<file path="src/rtl/demux_n_stream.sv">
// demux_n_stream: routes one valid/ready stream to one of NUM_OUT channels, or to all of them on broadcast.
// Latency: 1 cycle from acceptance to out_valid; 1 beat/cycle per channel, drain and reload in the same cycle.
// Backpressure: in_ready = target slot free (all slots free for broadcast); illegal selects are always accepted and dropped.
//
// Ports:
//   clk, rst_n              clock (rising edge), asynchronous active-low reset
//   in_valid/in_ready       input handshake; in_data payload, in_sel target channel, in_bcast deliver to all
//   out_valid/out_ready     per-channel handshake, one bit per channel
//   out_data                channel k at [k*WIDTH +: WIDTH]; zero while the channel is idle
//   err_sel                 one-cycle pulse after a unicast beat with in_sel >= NUM_OUT is accepted
//   drop_cnt                (only with DEMUX_DROP_CNT_EN) saturating count of dropped illegal-select beats
//
// Build option: define DEMUX_DROP_CNT_EN to add the drop_cnt port and counter.
// Parameter rule: 2**SEL_W must be >= NUM_OUT, and NUM_OUT must be in 2..16.

module demux_n_stream #(
    parameter int WIDTH   = 16,
    parameter int NUM_OUT = 4,
    parameter int SEL_W   = 2
) (
    input  logic                       clk,
    input  logic                       rst_n,
    input  logic                       in_valid,
    output logic                       in_ready,
    input  logic [WIDTH-1:0]           in_data,
    input  logic [SEL_W-1:0]           in_sel,
    input  logic                       in_bcast,
    output logic [NUM_OUT-1:0]         out_valid,
    input  logic [NUM_OUT-1:0]         out_ready,
    output logic [NUM_OUT*WIDTH-1:0]   out_data,
`ifdef DEMUX_DROP_CNT_EN
    output logic [7:0]                 drop_cnt,
`endif
    output logic                       err_sel
);

    localparam int SEL_SPAN = 2 ** SEL_W;

    // Per-channel one-entry slots
    logic [NUM_OUT-1:0] r_valid;
    logic [WIDTH-1:0]   r_data [NUM_OUT];
    logic               r_err_sel;

    logic [NUM_OUT-1:0]  w_free;
    logic [SEL_SPAN-1:0] w_free_pad;
    logic                w_sel_legal;
    logic                w_accept;
    logic                w_drop;
    logic [NUM_OUT-1:0]  w_load;

    // A slot can take a new beat when empty or when it drains this cycle.
    assign w_free = ~r_valid | out_ready;

    // Select codes past NUM_OUT index padding bits that read as free, so the
    // lookup stays in range; those beats are dropped regardless.
    always_comb begin
        w_free_pad              = '1;
        w_free_pad[NUM_OUT-1:0] = w_free;
    end

    assign w_sel_legal = (int'(in_sel) < NUM_OUT);

    always_comb begin
        if (in_bcast) begin
            in_ready = &w_free;            // all-or-nothing broadcast
        end else if (w_sel_legal) begin
            in_ready = w_free_pad[in_sel];
        end else begin
            in_ready = 1'b1;               // illegal select: swallow the beat
        end
    end

    assign w_accept = in_valid & in_ready;
    assign w_drop   = w_accept & ~in_bcast & ~w_sel_legal;

    // in_valid gates every load, so an unknown in_sel while idle loads nothing.
    always_comb begin
        w_load = '0;
        for (int k = 0; k < NUM_OUT; k++) begin
            w_load[k] = w_accept & (in_bcast | (w_sel_legal & (int'(in_sel) == k)));
        end
    end

    always_ff @(posedge clk or negedge rst_n) begin
        if (!rst_n) begin
            r_valid   <= '0;
            r_err_sel <= 1'b0;
            for (int k = 0; k < NUM_OUT; k++) begin
                r_data[k] <= '0;
            end
        end else begin
            r_err_sel <= w_drop;
            for (int k = 0; k < NUM_OUT; k++) begin
                if (w_load[k]) begin
                    r_valid[k] <= 1'b1;
                    r_data[k]  <= in_data;
                end else if (r_valid[k] && out_ready[k]) begin
                    // Clear data on drain so idle channels present zero.
                    r_valid[k] <= 1'b0;
                    r_data[k]  <= '0;
                end
            end
        end
    end

    assign out_valid = r_valid;
    assign err_sel   = r_err_sel;

    for (genvar g = 0; g < NUM_OUT; g++) begin : g_out
        assign out_data[g*WIDTH +: WIDTH] = r_data[g];
    end

`ifdef DEMUX_DROP_CNT_EN
    logic [7:0] r_drop_cnt;

    always_ff @(posedge clk or negedge rst_n) begin
        if (!rst_n) begin
            r_drop_cnt <= '0;
        end else if (w_drop && (r_drop_cnt != 8'hFF)) begin
            r_drop_cnt <= r_drop_cnt + 8'd1;
        end
    end

    assign drop_cnt = r_drop_cnt;
`endif

endmodule

</file>
<file path="config.mk">
export PLATFORM = sky130hd
export DESIGN_NAME = demux_n_stream
export DESIGN_NICKNAME = d
export VERILOG_FILES = /design/src/rtl/demux_n_stream.sv
export SDC_FILE = /design/constraint.sdc
export NUM_CORES = 1
export LEC_CHECK = 0
export ABC_AREA = 1
export BUFFER_PORTS_ARGS = -buffer_cell sky130_fd_sc_hd__buf_4
export CORE_MARGIN = 2
export CORE_UTILIZATION = 45
export DETAILED_ROUTE_END_ITERATION = 10
export PLACE_DENSITY = 0.81
export SYNTH_ARGS = -nofsm -noshare
export SYNTH_HDL_FRONTEND = slang
export SYNTH_SLANG_ARGS = --single-unit
</file>
<file path="constraint.sdc">
create_clock -name clk -period 3.9 [get_ports clk]
set_input_delay 0.195 -clock clk [delete_from_list [all_inputs] [get_ports clk]]
set_output_delay 0.195 -clock clk [all_outputs]
set_load 0.03 [all_outputs]
</file>
After elaboration in Yosys (flattened, before gate mapping)
Index checks and enable logic that the tools add are counted.

cells by class
  magnitude comparators = 1
  equal/unequal tests = 3
  multiplexer cells = 19
  bitwise gates (word level) = 11
  reductions and logical operators = 10

operators with widths
  kind                                                         number
  two-way mux 16 bit                                           8
  two-way mux 1 bit                                            10
  nonzero test 2 bit                                           4
  bitwise AND 1 bit                                            5
  equality test 2 bit (second input constant)                  2
  logical AND 1 bit                                            4
  NOT 4 bit                                                    1
  OR 1 bit                                                     4
  OR 4 bit                                                     1
  AND reduction 4 bit                                          1
  less-than comparator 2 x 3 -> 1 bit (second input constant)  1
  binary-select mux 1 bit (select 2 bit)                       1
  equality test 2 x 1 -> 1 bit (second input constant)         1
  zero test 2 bit                                              1

word-level totals
  flip-flop bits (word level) = 68
  input port bits = 26
  output and inout bits = 70
  word-level logic and storage cells = 52

Depth between registers and ports, before layout
  depth after elaboration = 8
  mapped depth = 10
  depth with buffers taken out = 9

Least setup slack after synthesis
Ideal clock, no wire load.

  path kind = flip-flop to flip-flop
  from = register r_valid[2] (netlist: out_valid[2])
  to = register r_data, in the netlist out_data[38]
  setup time = 0.119 ns
  arrival time = 1.438 ns
  required time = 3.781 ns
  setup slack = 2.344 ns
  cell stages (with the launch flop) = 10
  path buffers = 1
  clock period less this slack = 1.556 ns
  cell sequence = dfrtp_1 -> inv_1 -> nor2_1 -> nand2_1 -> nand2_1 -> nor2_4 -> nand4_4 -> buf_4 -> nand3_1 -> nand2_1

on the way
  longest elaborated chain between the ends = 8
  elaborated cells on any way between the ends = 11
  those cells by class = 4 x mux; 4 x bitwise; 3 x reduce/logical

ends and longest elaborated chain
  what                                                      line  text
  start: declaration                                        40    logic [NUM_OUT-1:0] r_valid;
  start signal: assignment                                  86    r_valid <= '0;
  start signal: indexed assignment                          95    r_valid[k] <= 1'b1;
  start signal: indexed assignment                          99    r_valid[k] <= 1'b0;
  NOT 4 bit                                                 52    assign w_free = ~r_valid | out_ready;
  OR 4 bit                                                  52
  binary-select mux 1 bit (select 2 bit)                    67    in_ready = w_free_pad[in_sel];
  two-way mux 1 bit (not written as such)                   67
  two-way mux 1 bit                                         64    if (in_bcast) begin
  bitwise AND 1 bit                                         73    assign w_accept = in_valid & in_ready;
  bitwise AND 1 bit                                         80    w_load[k] = w_accept & (in_bcast | (w_sel_legal & (int'(in_sel) == k)));
  two-way mux 16 bit or nonzero test 2 bit (tied branches)  n/a
  end signal: indexed assignment                            96    r_data[k] <= in_data;
  end: declaration                                          41    logic [WIDTH-1:0] r_data [NUM_OUT];

Parallel ways exist; a longest one is shown, timed or not. The select of a mux whose other input is x is not followed.
A chain may end at the register's enable or synchronous reset.

Worst setup path in the final report
  from = register r_valid[2] (netlist: out_valid[2])
  to = output port in_ready

on the way
  longest elaborated chain between the ends = 5
  elaborated cells on any way between the ends = 6
  those cells by class = 3 x mux; 2 x bitwise; 1 x reduce/logical

ends and longest elaborated chain
  what                                     line  text
  NOT 4 bit *                              52
  OR 4 bit *                               52
  binary-select mux 1 bit (select 2 bit)   67
  two-way mux 1 bit (not written as such)  67
  two-way mux 1 bit *                      64
  end: declaration                         24    output logic in_ready,

Every way passes the cells marked *; elsewhere a longest branch is shown, timed or not. The select of a mux whose other input is x is not followed.

==> results.toml <==
[clock_network]
maximum_buffer_depth_of_the_clock_tree = 2
clkLatencyLatePin_ps = 340
cts_tree = "done"
clk_transition_reported_paths_ps = 70
cts_inserted_buffers = 9
cts.htree.levels = 3
tritoncts_num_sinks = 68
cts_root_buffer = "clkbuf_8"

[sta]
max_freq_ghz = 0.4502
final_period_minus_worst_setup_slack_ps = 2221
max_slew_margin_pct = 42.55
worst_hold_margin_ps = 41.85
final_count_of_pins_violating_max_slew = 0
final_hold_viol_count = 0
worst-slew-pin-transition_ps = 861.7
share_of_the_clock_period_used_by_the_worst_path_after_layout_pct = 56.96
rsz_0062_raised_after_global_routing = "false"
final.setup_skew_ps = 10.03
setup_violations = 0
totalNegativeSetupSlack_ps = 0

[global_routing]
global_route.usage.total_pct = 22.58
antenna_violations_before_repair = 0
grt_pass1_wl_um = 13150
first_global_vias = 2653
grt_max_degree = 69
overall_overflow_remaining_after_global_route = 0

[die]
core_area_um2 = 6756
floorplan.initialDensity_pct = 46.24
die_w_um = 87.33
die_h_um = 87.33
dieArea_um2 = 7626
io-pin-count = 96
rows = 30

[pwr]
worst_ir_drop_vdd_v = 0.0002902
power_density_of_the_placed_cells_nw_per_um2 = 620.2
power_leakage_nw = 2.091

[yosys]
yosys_register_bits = 68
netlist-cell-type-count = 23
syn-mean-instance-area_um2 = 9.439
postSynthNetCount = 357
synth.yosys.warnings = 0
mappedNetlistArea_um2 = 3124
syn-instance-count = 331
yosysSeqAreaShare_pct = 54.47

[worst_hold_path]
hp-class = "input pin to flip-flop"

[placed_design]
gp_congestion = 0.9276
detailed_place_hpwl_um = 5761
place_area_um2 = 3765
port-buffer-count = 94

[finish]
postLayoutCellArea_um2 = 3939
antennaDiodeCount = 0
share_of_cells_above_drive_strength_1_pct = 29.93
finish.net_count = 435
synthToLayoutAreaGrowth_pct = 26.07

[drt]
drt_first_iter_violations = 269
route.vias.total = 2866
route.detailed.wl_per_inst_um = 17.04
drt_first_pass_iters = 5
detail_route.wirelength_um = 8368
via_per_inst = 5.837
drtAntennaViolNets = 0
drc_errors = 0

[status]
status = "completed"

[worst_setup_path]
worstSetupPathType = "flip-flop to primary output"
cp.arrival_ps = 2030
critical_path.endpoint_type = "primary output"
critical_path_peak_fanout = 65
critPathLaunchType = "flip-flop"
data_required_time_at_the_worst_endpoint_ps = 3700

[flow_run]
maxCapViolCount = 0
## layout by cell type, fill, tap and decap left out, types with 2 or more instances in the layout
cell      instances
nand4_4           4
o21ai_0           2
inv_2             2
nand2_2           3
nor2_1            4
dfrtp_1          68
clkbuf_8         11
nand4_1          65
buf_4            95
nand3_1          64
inv_1             5
nand2_1          77
## sequential cells by signal, summed over array words and instances, names as in the netlist
register   flops
out_data      64
out_valid      4
## cell type report
type	count	area, um^2
sequential	68	1702
inverter	8	32.53
multi-input combinational	226	1217
fill	595	2818
clock buffer	11	151.4
clock inverter	2	12.51
timing repair buffer	96	723.2
tap	80	100.1
## path summary, 6_finish.rpt
check	start	to	slack [ps]	depth (start not counted)
min	out_ready[1]	out_valid[1]	40	2
max	out_valid[2]	in_ready	1680	7
max in group asynchronous	rst_n	out_data[8]	2820	2
min in group asynchronous	rst_n	out_data[49]	500	2
min reg2reg	out_data[7]	out_data[7]	510	2
max reg2reg	out_valid[2]	out_data[13]	2100	8
## Yosys cell counts, drive strengths merged
library cell / number / share of area [%]
a21oi: 1 / 0.16
buf: 17 / 4.3
clkbuf: 12 / 1.4
conb: 1 / 0.12
dfrtp: 68 / 54
inv: 8 / 1.0
nand2: 81 / 10
nand3: 64 / 10
nand4: 69 / 16
nor2: 5 / 0.84
nor3: 1 / 0.32
o21ai: 4 / 1.1
## kinds of logic after synthesis
group / synth area share [%]
buffers and inverters: 6.768
DFF: 54.47
AOI/OAI and AO/OA: 1.282
other: 0.1200
and+or+nand+nor: 37.36
## metal layers
metal	part of all wire, %	global-route usage, %	wire length [um]
met3	7.8	3.981	653
met4	1.7	9.930	145
met1	40	30.60	3357
met2	50	35.61	4213
met5	0	0	0
## what timing repair did
action                                 in CTS  in global routing
hold buffers                                1                  0
setup endpoints to repair                   0                  0
endpoints found under the hold margin      50                  0
resized for setup                           0                  0
buffers inserted                            0                  0
## metrics by stage
stage / power (mW) / worst slack, ps / utilization [%] / cells
after floorplan: 1.592 / 2344 / - / 331
after global placement: 1.934 / 2072 / 55.72 / 477
after detailed placement: 1.957 / 1979 / 55.72 / 477
after CTS: 2.455 / 1693 / 58.30 / 491
after global routing: 2.572 / 1566 / 58.30 / 491
final: 2.443 / 1679 / 58.30 / 491
## power breakdown
part           total (mW)  switching (mW)  internal, mW
clock network       0.502           0.248         0.254
logic               0.969           0.647         0.323
registers           0.971           0.105         0.866
total                2.44            1.00          1.44
## critical path: stages, from the launching register on
cell and delay (ps):
dfrtp_1 410, inv_1 60, nor2_1 40, nand2_1 50, nand2_1 130, nor3_4 200
buf_4 510, buf_4 270
(Power assumes the default switching activity.)
